## src/rtl/dc_removal_if.sv

```systemverilog
// Sample-stream bundle between the ADC front end and the DC-removal block.
// The master side drives ADC samples. The slave side (dc_removal) returns corrected samples and status.
interface dc_removal_if #(
  parameter int DATA_WIDTH = 12
);
  logic                  adc_valid;
  logic [DATA_WIDTH-1:0] adc_data;
  logic [DATA_WIDTH-1:0] data_out;
  logic                  out_valid;
  logic                  en;
  logic [DATA_WIDTH-1:0] dc_level;

  modport master (
    output adc_valid, adc_data,
    input  data_out, out_valid, en, dc_level
  );

  modport slave (
    input  adc_valid, adc_data,
    output data_out, out_valid, en, dc_level
  );
endinterface

```

## src/rtl/dc_removal.sv

```systemverilog
// DC removal: averages 2^AVG_LOG2-sample windows into dc_level and subtracts it with saturation.
// Define DC_REMOVAL_TRACK_EN to refresh dc_level every window; otherwise it freezes after calibration.
module dc_removal #(
  parameter int DATA_WIDTH = 12,
  parameter int AVG_LOG2   = 8
) (
  input  logic        clk,
  input  logic        rst,
  dc_removal_if.slave bus
);

  localparam int AccW = DATA_WIDTH + AVG_LOG2;
  localparam logic [DATA_WIDTH-1:0] SatMax = {1'b0, {(DATA_WIDTH-1){1'b1}}};
  localparam logic [DATA_WIDTH-1:0] SatMin = {1'b1, {(DATA_WIDTH-1){1'b0}}};

`ifdef DC_REMOVAL_TRACK_EN
  localparam bit TrackEn = 1'b1;
`else
  localparam bit TrackEn = 1'b0;
`endif

  typedef enum logic {CAL, RUN} state_e;

  state_e                 state_q;
  logic [AccW-1:0]        acc_q, acc_d, acc_sum;
  logic [AVG_LOG2-1:0]    cnt_q, cnt_d;
  logic [DATA_WIDTH-1:0]  dc_level_q, dc_level_d;
  logic [DATA_WIDTH-1:0]  data_out_q, data_out_d;
  logic                   out_valid_q, en_q;
  logic                   wrap;
  logic signed [DATA_WIDTH:0] diff;

  assign acc_sum = acc_q + AccW'(bus.adc_data);

  always_comb begin
    // NOTE: every signal written here gets a default first, so no path can infer a latch.
    acc_d      = acc_q;
    cnt_d      = cnt_q;
    dc_level_d = dc_level_q;
    data_out_d = data_out_q;
    wrap       = bus.adc_valid && (cnt_q == '1);
    diff       = $signed({1'b0, bus.adc_data}) - $signed({1'b0, dc_level_q});

    if (bus.adc_valid) begin
      cnt_d = cnt_q + 1'b1;
      // The wrap sample is part of the closing window; the next window starts empty.
      acc_d = wrap ? '0 : acc_sum;
    end

    if (wrap && (TrackEn || state_q == CAL)) begin
      dc_level_d = acc_sum[AccW-1:AVG_LOG2];
    end

    // The subtraction uses the pre-update dc_level, so a wrap sample sees the old estimate.
    if (bus.adc_valid && state_q == RUN) begin
      if (diff[DATA_WIDTH] != diff[DATA_WIDTH-1]) begin
        data_out_d = diff[DATA_WIDTH] ? SatMin : SatMax;
      end else begin
        data_out_d = diff[DATA_WIDTH-1:0];
      end
    end
  end

  always_ff @(posedge clk) begin
    // NOTE: sequential state uses non-blocking assignments so every register samples pre-edge values.
    if (rst) begin
      state_q     <= CAL;
      acc_q       <= '0;
      cnt_q       <= '0;
      dc_level_q  <= '0;
      data_out_q  <= '0;
      out_valid_q <= 1'b0;
      en_q        <= 1'b0;
    end else begin
      acc_q       <= acc_d;
      cnt_q       <= cnt_d;
      dc_level_q  <= dc_level_d;
      data_out_q  <= data_out_d;
      out_valid_q <= bus.adc_valid && (state_q == RUN);
      case (state_q)
        CAL: if (wrap) begin
          state_q <= RUN;
          en_q    <= 1'b1;
        end
        RUN: state_q <= RUN;
        default: state_q <= CAL;
      endcase
    end
  end

  assign bus.data_out  = data_out_q;
  assign bus.out_valid = out_valid_q;
  assign bus.en        = en_q;
  assign bus.dc_level  = dc_level_q;

endmodule
```

## src/flat_wrapper.sv

```systemverilog
// flat-port wrapper written by rule: the top's interface ports become plain ports
module dc_removal_flat 
#(
  parameter int DATA_WIDTH = 12,
  parameter int AVG_LOG2   = 8
)
  (clk, rst, bus_adc_valid, bus_adc_data, bus_data_out, bus_out_valid, bus_en, bus_dc_level);
  dc_removal_if #(.DATA_WIDTH(DATA_WIDTH)) bus_i ();
  input  logic clk;
  input  logic rst;
  input wire logic [$bits(bus_i.adc_valid)-1:0] bus_adc_valid;
  input wire logic [$bits(bus_i.adc_data)-1:0] bus_adc_data;
  output wire logic [$bits(bus_i.data_out)-1:0] bus_data_out;
  output wire logic [$bits(bus_i.out_valid)-1:0] bus_out_valid;
  output wire logic [$bits(bus_i.en)-1:0] bus_en;
  output wire logic [$bits(bus_i.dc_level)-1:0] bus_dc_level;
  assign bus_i.adc_valid = bus_adc_valid;
  assign bus_i.adc_data = bus_adc_data;
  assign bus_data_out = bus_i.data_out;
  assign bus_out_valid = bus_i.out_valid;
  assign bus_en = bus_i.en;
  assign bus_dc_level = bus_i.dc_level;
  dc_removal #(.DATA_WIDTH(DATA_WIDTH), .AVG_LOG2(AVG_LOG2)) u_core (.clk(clk), .rst(rst), .bus(bus_i));
endmodule
```

## config.mk

```make
export PLATFORM = sky130hd
export DESIGN_NAME = dc_removal_flat
export DESIGN_NICKNAME = d
export VERILOG_FILES = /design/src/rtl/dc_removal_if.sv /design/src/rtl/dc_removal.sv /design/src/flat_wrapper.sv
export SDC_FILE = /design/constraint.sdc
export NUM_CORES = 1
export LEC_CHECK = 0
export ABC_AREA = 1
export BUFFER_PORTS_ARGS = -buffer_cell sky130_fd_sc_hd__buf_2
export CAP_MARGIN = 5
export CORE_ASPECT_RATIO = 1.4
export CORE_MARGIN = 2
export CORE_UTILIZATION = 43
export DETAILED_ROUTE_END_ITERATION = 8
export HOLD_SLACK_MARGIN = 0.1
export SKIP_CTS_REPAIR_TIMING = 1
export SYNTH_ARGS = -nofsm -noshare
export SYNTH_HDL_FRONTEND = slang
export SYNTH_SLANG_ARGS = --single-unit
export TNS_END_PERCENT = 50
```

## constraint.sdc

```tcl
create_clock -name clk -period 3 [get_ports clk]
set_input_delay 0.3 -clock clk [delete_from_list [all_inputs] [get_ports clk]]
set_output_delay 0.3 -clock clk [all_outputs]
set_load 0.1 [all_outputs]
```

; After elaboration in Yosys (flattened, before gate mapping)
; Cells that the tools add are included.
[word_totals]
ff_bits = 55
input_bits = 15
output_inout_bits = 26
[classes]
addsub = 3
muxes = 5
n_reduce_logical = 4
bitwise = 1
eq_ne = 2
[op_table]
columns = op, count
row1 = 12-bit two-way mux, 2
row2 = 20-bit by 12-bit adder with 20-bit output, 1
row3 = 20-bit two-way mux, 1
row4 = 12-bit by 12-bit subtractor with 13-bit output, 1
row5 = "8-bit by 1-bit adder with 8-bit output, second input constant", 1
row6 = "8-bit equality test, second input constant", 1
row7 = 1-bit logical AND, 3
row8 = 1-bit one-hot mux with 2 select lines, 1
row9 = 2-bit AND reduction, 1
row10 = 1-bit two-way mux, 1
row11 = 1-bit inequality test, 1
row12 = 1-bit inverter, 1

; Longest topological paths before layout
; Gate-level depths: netlist (run 1).
[depth]
ltp_word = 4
ltp_mapped = 15
ltp_nobuf = 15

; Worst setup path after synthesis (run 1)
; OpenSTA, ideal clock, no wires.
[synth_timing]
kind = register -> register
start = reg u_core.dc_level_q[0], in the netlist u_core.bus.dc_level[0]
end = reg u_core.data_out_q[0], in the netlist u_core.bus.data_out[0]
required_time_ns = 2.868
synth_period_minus_slack_ns = 2.578
slack_ns = 0.422
stages_incl_launch_ff = 13
t_arrival_ns = 2.446
path_cell_list = dfxtp_1 -> ha_1 -> inv_1 -> fa_1 -> nand3_1 -> nand2_1 -> nand3_1 -> nand3_1 -> inv_1 -> nand3_1 -> buf_2 -> nand3b_1 -> a21oi_1
[synth_between]
elab_chain_len = 3
elab_cells_between_ends = 4
cone_classes = add/sub: 1 / eq/ne: 1 / mux: 2
[synth_rtl]
columns = item, line
row1 = "start, declared", dc_removal.sv:27  ; logic [DATA_WIDTH-1:0] dc_level_q, dc_level_d;
row2 = "start signal, assigned", dc_removal.sv:77  ; dc_level_q <= dc_level_d;
row3 = 12-bit by 12-bit subtractor with 13-bit output (*), dc_removal.sv:42  ; diff = $signed({1'b0, bus.adc_data}) - $signed({1'b0, dc_level_q});
row4 = 12-bit two-way mux / 1-bit inequality test (equally long branches), "dc_removal.sv:57, dc_removal.sv:56"
row5 = 12-bit two-way mux (*), dc_removal.sv:56  ; if (diff[DATA_WIDTH] != diff[DATA_WIDTH-1]) begin
row6 = "end signal, assigned", dc_removal.sv:78  ; data_out_q <= data_out_d;
row7 = "end, declared", dc_removal.sv:28  ; logic [DATA_WIDTH-1:0] data_out_q, data_out_d;
; Every way passes the cells marked *; elsewhere a longest branch is shown, timed or not.
; A chain may end at the register's enable or synchronous reset.

; Final worst setup path (run 1)
[layout_timing]
start = reg u_core.acc_q[0]
end = reg u_core.dc_level_q[10], in the netlist u_core.bus.dc_level[10]
[layout_between]
elab_chain_len = 1
[layout_rtl]
columns = item, line
row1 = "start, declared", dc_removal.sv:25  ; logic [AccW-1:0] acc_q, acc_d, acc_sum;
row2 = "start signal, assigned", dc_removal.sv:68  ; acc_q <= '0;
row3 = "start signal, assigned", dc_removal.sv:75  ; acc_q <= acc_d;
row4 = 20-bit by 12-bit adder with 20-bit output, dc_removal.sv:33  ; assign acc_sum = acc_q + AccW'(bus.adc_data);
; No other way between the ends.

==> results of run 1 <==
-- where the power goes --
part | internal (mW) | switching (mW) | leakage (nW)
combinational | 0.127 | 0.215 | 1.45
sequential | 0.752 | 0.0140 | 0.446
clock | 0.335 | 0.285 | 0.0731
total | 1.21 | 0.514 | 1.97
-- routing by layer --
layer / track usage (%) / vias to the layer above / share of wire [%] / routed length (um)
met5: 0 / - / 0 / 0
met4: 10.5 / 0 / 3.5 / 314
met3: 3.09 / 16 / 2.8 / 248
met2: 35.2 / 53 / 50 / 4410
met1: 25.6 / 1555 / 44 / 3880
li1: - / 1800 / - / -
-- worst paths after layout --
kind | startpoint | end
setup / recovery | u_core.acc_q[0]$_SDFFE_PP0P_ | u_core.bus.dc_level[10]$_SDFFE_PP0P_
hold / removal | rst | u_core.acc_q[6]$_SDFFE_PP0P_
setup reg to reg | u_core.acc_q[0]$_SDFFE_PP0P_ | u_core.bus.dc_level[10]$_SDFFE_PP0P_
hold reg to reg | u_core.bus.data_out[1]$_SDFFE_PP0P_ | u_core.bus.data_out[1]$_SDFFE_PP0P_
-- state kept, by name (all words and copies together), names as in the netlist --
name and flops:
u_core.bus.en 1, u_core.state_q 1, u_core.cnt_q 8, u_core.acc_q 20, u_core.bus.data_out 12, u_core.bus.dc_level 12
u_core.bus.out_valid 1
-- cell usage after synthesis (all sizes together) --
library cell / instances
o21bai: 3
xnor2: 5
inv: 73
o21a: 3
dfxtp: 55
o211ai: 2
clkinv: 2
a21o: 2
fa: 2
nor2: 39
xor2: 6
nor4: 1
a31oi: 2
or2: 5
buf: 5
a21oi: 64
o21ai: 25
nand4: 5
o22ai: 1
nand2: 159
nor3: 5
clkbuf: 8
nand3b: 3
nand3: 35
ha: 25
-- cell type report --
type	instances	area, um2
inverter	75	283
clock inverter	2	16.3
fill	839	4100
clock buffer	6	139
sequential	55	1100
tap	102	128
timing repair buffer	43	223
multi-input combinational	392	2060
-- kinds of logic after synthesis --
kind of cell             Yosys count
AO/OA/AOI/OAI                    102
XOR/XNOR                          11
adder cells (fa/ha/maj)           27
buffers and inverters             88
flip-flops                        55
AND/OR/NAND/NOR                  252
==> impl_metrics.py, run 1 <==
metrics = {
    "outcome": {
        "outcome": "finished clean",
    },
    "floorplanning": {
        "coreArea_mm2": 0.00805,
        "ioPinCount": 41,
        "die_w_um": 80.4,
        "die_h_um": 111,
        "row_count": 39,
        "dieArea_mm2": 0.00891,
        "initial_utilization_pct": 43.6,
    },
    "worst_setup_path": {
        "crit_cells": 14,
        "end_kind": "register",
        "path_cells": "ha_1 -> inv_1 -> fa_1 -> nand3b_1 -> nand2_1 -> nand2_1 -> nand2_1 -> nand3_1 -> nand2_1 -> nand3_1 -> nand2_1 -> nand2_1 -> nand2_1 -> inv_1",
        "path_max_fanout": 4,
        "r2r.worst_path.cells": 14,
        "cp_top_family": "simple AND/OR/NAND/NOR gates",
        "r2r_slack_ns": 0.86,
        "critPathArrivalTime_ns": 2.35,
        "cpMostUsedCell": "nand2_1",
        "start_kind": "register",
        "path_buf_inv": 2,
        "worstSetupPathType": "register to register",
        "slowest_stage": "fa_1",
        "cp_slowest_stage_delay_ns": 0.39,
        "required_ns": 3.21,
    },
    "timing": {
        "min_period_ns": 2.14,
        "skew_ns": 0.0100,
        "finalSetupViolCount": 0,
        "fin_crit_sh_pct": 71.3,
        "rsz0062_at_grt": "false",
        "relSlewSlack_pct": 60.0,
        "maxSlewViolCount": 0,
        "finalHoldViolCount": 0,
        "clock.fmax_ghz": 0.468,
        "worstMarginPinSlew_ns": 0.600,
        "whs_ns": 0.270,
        "worst_slack_ns": 0.861,
        "tns_ns": 0,
    },
    "clock_tree": {
        "clk_pin_slew_ns": 0.08,
        "insertion_delay_ns": 0.30,
        "cts_max_level": 2,
        "cts_root_buffer": "clkbuf_16",
        "numCtsBuffers": 5,
        "cts_tree": "built",
        "numClockSinks": 55,
        "clockBufferDepth": 2,
    },
    "routing": {
        "vias": 3424,
        "drtAntennaViolNets": 0,
        "routed_wl_mm": 8.85,
        "wl_per_cell_um": 13.1,
        "viasPerCell": 5.07,
        "drt_iter0_drc": 145,
        "drcViolationCount": 0,
        "first_pass_iters": 4,
    },
    "synth": {
        "synthTopCellsByArea": "dfxtp_1, nand2_1, ha_1, a21oi_1, inv_1",
        "yosysSeqAreaShare_pct": 31.4,
        "syn_area_per_cell_um2": 6.56,
        "syn_area_mm2": 0.00351,
        "ys_warn_count": 0,
        "synth_top_family_by_area": "simple AND/OR/NAND/NOR gates",
        "synth-adder-area-share_pct": 10.1,
        "synth_top_area_share_pct": 31.4,
        "synth.distinct_cells": 34,
        "syn_inst": 535,
        "synthXorXnorAreaFrac_pct": 2.75,
        "synth_simple_gate_area_share_pct": 30.3,
        "synth_compound_area_share_pct": 15.7,
        "synth-seq-cells": 55,
        "synth_mux_area_share_pct": 0,
        "yosys.area.top_type": "dfxtp_1",
        "synth_fp_nets": 577,
    },
    "placement": {
        "dpl.hpwl_mm": 6.95,
        "dpl.cell_count": 667,
        "post_dp_cell_area_mm2": 0.00380,
        "gp_congestion": 0.907,
        "port_buffers": 40,
        "dp_slack_ns": 0.772,
    },
    "power": {
        "ir_drop_v": 0.000386,
        "p_per_area_mw_per_mm2": 437,
        "leakagePower_nw": 1.97,
        "total_power_mw": 1.73,
    },
    "final_layout": {
        "syn_to_final_growth_pct": 12.7,
        "stdcell_area_mm2": 0.00395,
        "num_antenna_cells": 0,
        "final_cell_mix": "nand2_1, inv_1, a21oi_1, dfxtp_1, buf_2",
        "nets": 614,
        "layout-drive-gt1-share_pct": 11.7,
        "final_common_cell": "nand2_1",
        "fin_util_pct": 49.1,
        "fin_cells": 675,
    },
    "worst_hold_path": {
        "min_path_cells": 2,
        "hp-class": "primary input to register",
    },
    "global_routing": {
        "grt_pass1_wl_mm": 14.6,
        "antenna_found_initial": 0,
        "grt_pass1_vias": 3104,
        "grt_usage_pct": 21.0,
        "overflow": 0,
        "grt_max_degree": 31,
    },
    "job": {
        "drv_cap": 0,
    },
}
(Power assumes the default switching activity.)
==> run 2: changes to the inputs <==
==> constraint.sdc (replaced) <==
create_clock -name clk -period 2.2 [get_ports clk]
set_input_delay 0.22 -clock clk [delete_from_list [all_inputs] [get_ports clk]]
set_output_delay 0.22 -clock clk [all_outputs]
set_load 0.1 [all_outputs]
==> run 2 against run 1 <==
  * Design area rose by 1.9%
  * Final cell count rose by 0.44%
  * Combinational power rose by 41%
  * Via count rose by 0.35%
==> impl_metrics.py, run 2 (synthesized netlist as in run 1, its figures left out) <==
metrics = {
    "timing": {
        "rsz0062_at_grt": "false",
        "min_period_ns": 2.01,
        "maxSlewViolCount": 0,
        "clock.fmax_ghz": 0.499,
        "worst_slack_ns": 0.195,
        "worstMarginPinSlew_ns": 0.607,
        "tns_ns": 0,
        "whs_ns": 0.276,
        "fin_crit_sh_pct": 91.1,
        "skew_ns": 0.00638,
        "finalSetupViolCount": 0,
        "relSlewSlack_pct": 59.5,
        "finalHoldViolCount": 0,
    },
    "floorplanning": {
        "die_h_um": 111,
        "coreArea_mm2": 0.00805,
        "die_w_um": 80.4,
        "ioPinCount": 41,
        "initial_utilization_pct": 43.6,
        "dieArea_mm2": 0.00891,
        "row_count": 39,
    },
    "power": {
        "ir_drop_v": 0.000398,
        "p_comb_share_pct": 20.2,
        "p_clk_share_pct": 35.9,
        "p_per_area_mw_per_mm2": 590,
        "p_sw_mw": 0.717,
        "pwr-share-seq_pct": 43.9,
        "swShare_pct": 30.2,
        "leakagePower_nw": 1.99,
        "internal-power_mw": 1.66,
    },
    "clock_tree": {
        "clockBufferDepth": 2,
        "clk_pin_slew_ns": 0.07,
        "numCtsBuffers": 5,
        "insertion_delay_ns": 0.30,
        "numClockSinks": 55,
        "cts_tree": "built",
        "cts_max_level": 2,
        "cts_root_buffer": "clkbuf_16",
    },
    "placement": {
        "port_buffers": 40,
        "gp_congestion": 0.910,
        "dpl.hpwl_mm": 7.06,
        "dp_slack_ns": 0.0764,
    },
    "outcome": {
        "outcome": "finished clean",
    },
    "final_layout": {
        "fill_cells": 854,
        "regMostFlops": "u_core.acc_q",
        "final_common_cell": "nand2_1",
        "regArea_mm2": 0.00112,
        "nets": 617,
        "layout-drive-gt1-share_pct": 16.1,
        "syn_to_final_growth_pct": 14.8,
        "final_cell_mix": "nand2_1, inv_1, a21oi_1, dfxtp_1, buf_2",
        "largest_reg_flops": 20,
        "multi_input_area_mm2": 0.00210,
        "num_antenna_cells": 0,
    },
    "worst_setup_path": {
        "required_ns": 2.43,
        "slowest_stage": "ha_1",
        "end_kind": "register",
        "start_kind": "register",
        "path_cells": "inv_1 -> ha_1 -> nand2_1 -> nand2_1 -> nand2_1 -> nand2_1 -> nand2_1 -> nand3_1 -> nand2_1 -> nand3_1 -> nand2_2 -> clkinvlp_4 -> a21oi_1",
        "path_max_fanout": 5,
        "cp_slowest_stage_delay_ns": 0.38,
        "worstSetupPathType": "register to register",
        "cpMostUsedCell": "nand2_1",
        "critPathArrivalTime_ns": 2.24,
    },
    "global_routing": {
        "grt_pass1_vias": 3179,
        "grt_usage_pct": 20.6,
        "grt_pass1_wl_mm": 14.4,
        "antenna_found_initial": 0,
        "overflow": 0,
        "grt_max_degree": 35,
    },
    "routing": {
        "vias": 3436,
        "routed_wl_mm": 9.12,
        "drtAntennaViolNets": 0,
        "viasPerCell": 5.07,
        "first_pass_iters": 6,
        "wl_per_cell_um": 13.5,
        "drt_iter0_drc": 85,
        "drcViolationCount": 0,
    },
    "job": {
        "drv_cap": 0,
    },
    "worst_hold_path": {
        "hp-class": "primary input to register",
    },
}
## run 2: worst paths after layout
kind	from	to	slack [ns]	depth (start not counted)
hold reg to reg	u_core.bus.data_out[1]$_SDFFE_PP0P_	u_core.bus.data_out[1]$_SDFFE_PP0P_	0.47	2
setup / recovery	u_core.bus.dc_level[4]$_SDFFE_PP0P_	u_core.bus.data_out[9]$_SDFFE_PP0P_	0.19	13
hold / removal	bus_adc_valid	u_core.bus.out_valid$_SDFF_PP0_	0.28	3
setup reg to reg	u_core.bus.dc_level[4]$_SDFFE_PP0P_	u_core.bus.data_out[9]$_SDFFE_PP0P_	0.19	13
## run 2: through the flow
stage	power [mW]	utilization [%]	instance area [um2]	instances
after floorplan	1.42	-	3530	535
after global placement	1.53	47.6	3830	669
after detailed placement	1.54	47.6	3830	669
after CTS	2.38	49.5	3990	677
after global routing	2.50	50.0	4030	678
final	2.38	50.0	4030	678
## run 2: layer usage
layer / global-route usage, % / up-vias / wire (um)
met3: 2.69 / 10 / 261
met5: 0 / - / 0
met1: 24.3 / 1582 / 3910
met4: 8.02 / 0 / 220
met2: 36.9 / 46 / 4730
li1: - / 1798 / -
## run 2: cell type report
class / count / share of cell area, %
inverter: 75 / 7.11
sequential: 55 / 27.8
clock inverter: 2 / 0.373
timing repair buffer: 45 / 5.90
multi-input combinational: 392 / 52.0
timing repair inverter: 1 / 0.186
clock buffer: 6 / 3.45
tap: 102 / 3.17
## run 2: power by group through the flow
stage | registers [mW] | clock network (mW) | logic, mW
final | 1.04 | 0.853 | 0.481
after CTS | 1.04 | 0.865 | 0.475
after global placement | 1.06 | 0 | 0.466
after global routing | 1.05 | 0.910 | 0.544
after floorplan | 1.06 | 0 | 0.355
after detailed placement | 1.07 | 0 | 0.473
## run 2: worst max-delay path: cells and delay by family (launching register included)
family | cells | cell delay (ns)
and+or+nand+nor | 9 | 0.83
adders and majority gates | 1 | 0.38
AOI/OAI and AO/OA | 1 | 0.15
buffers and inverters | 2 | 0.23
DFF | 1 | 0.34
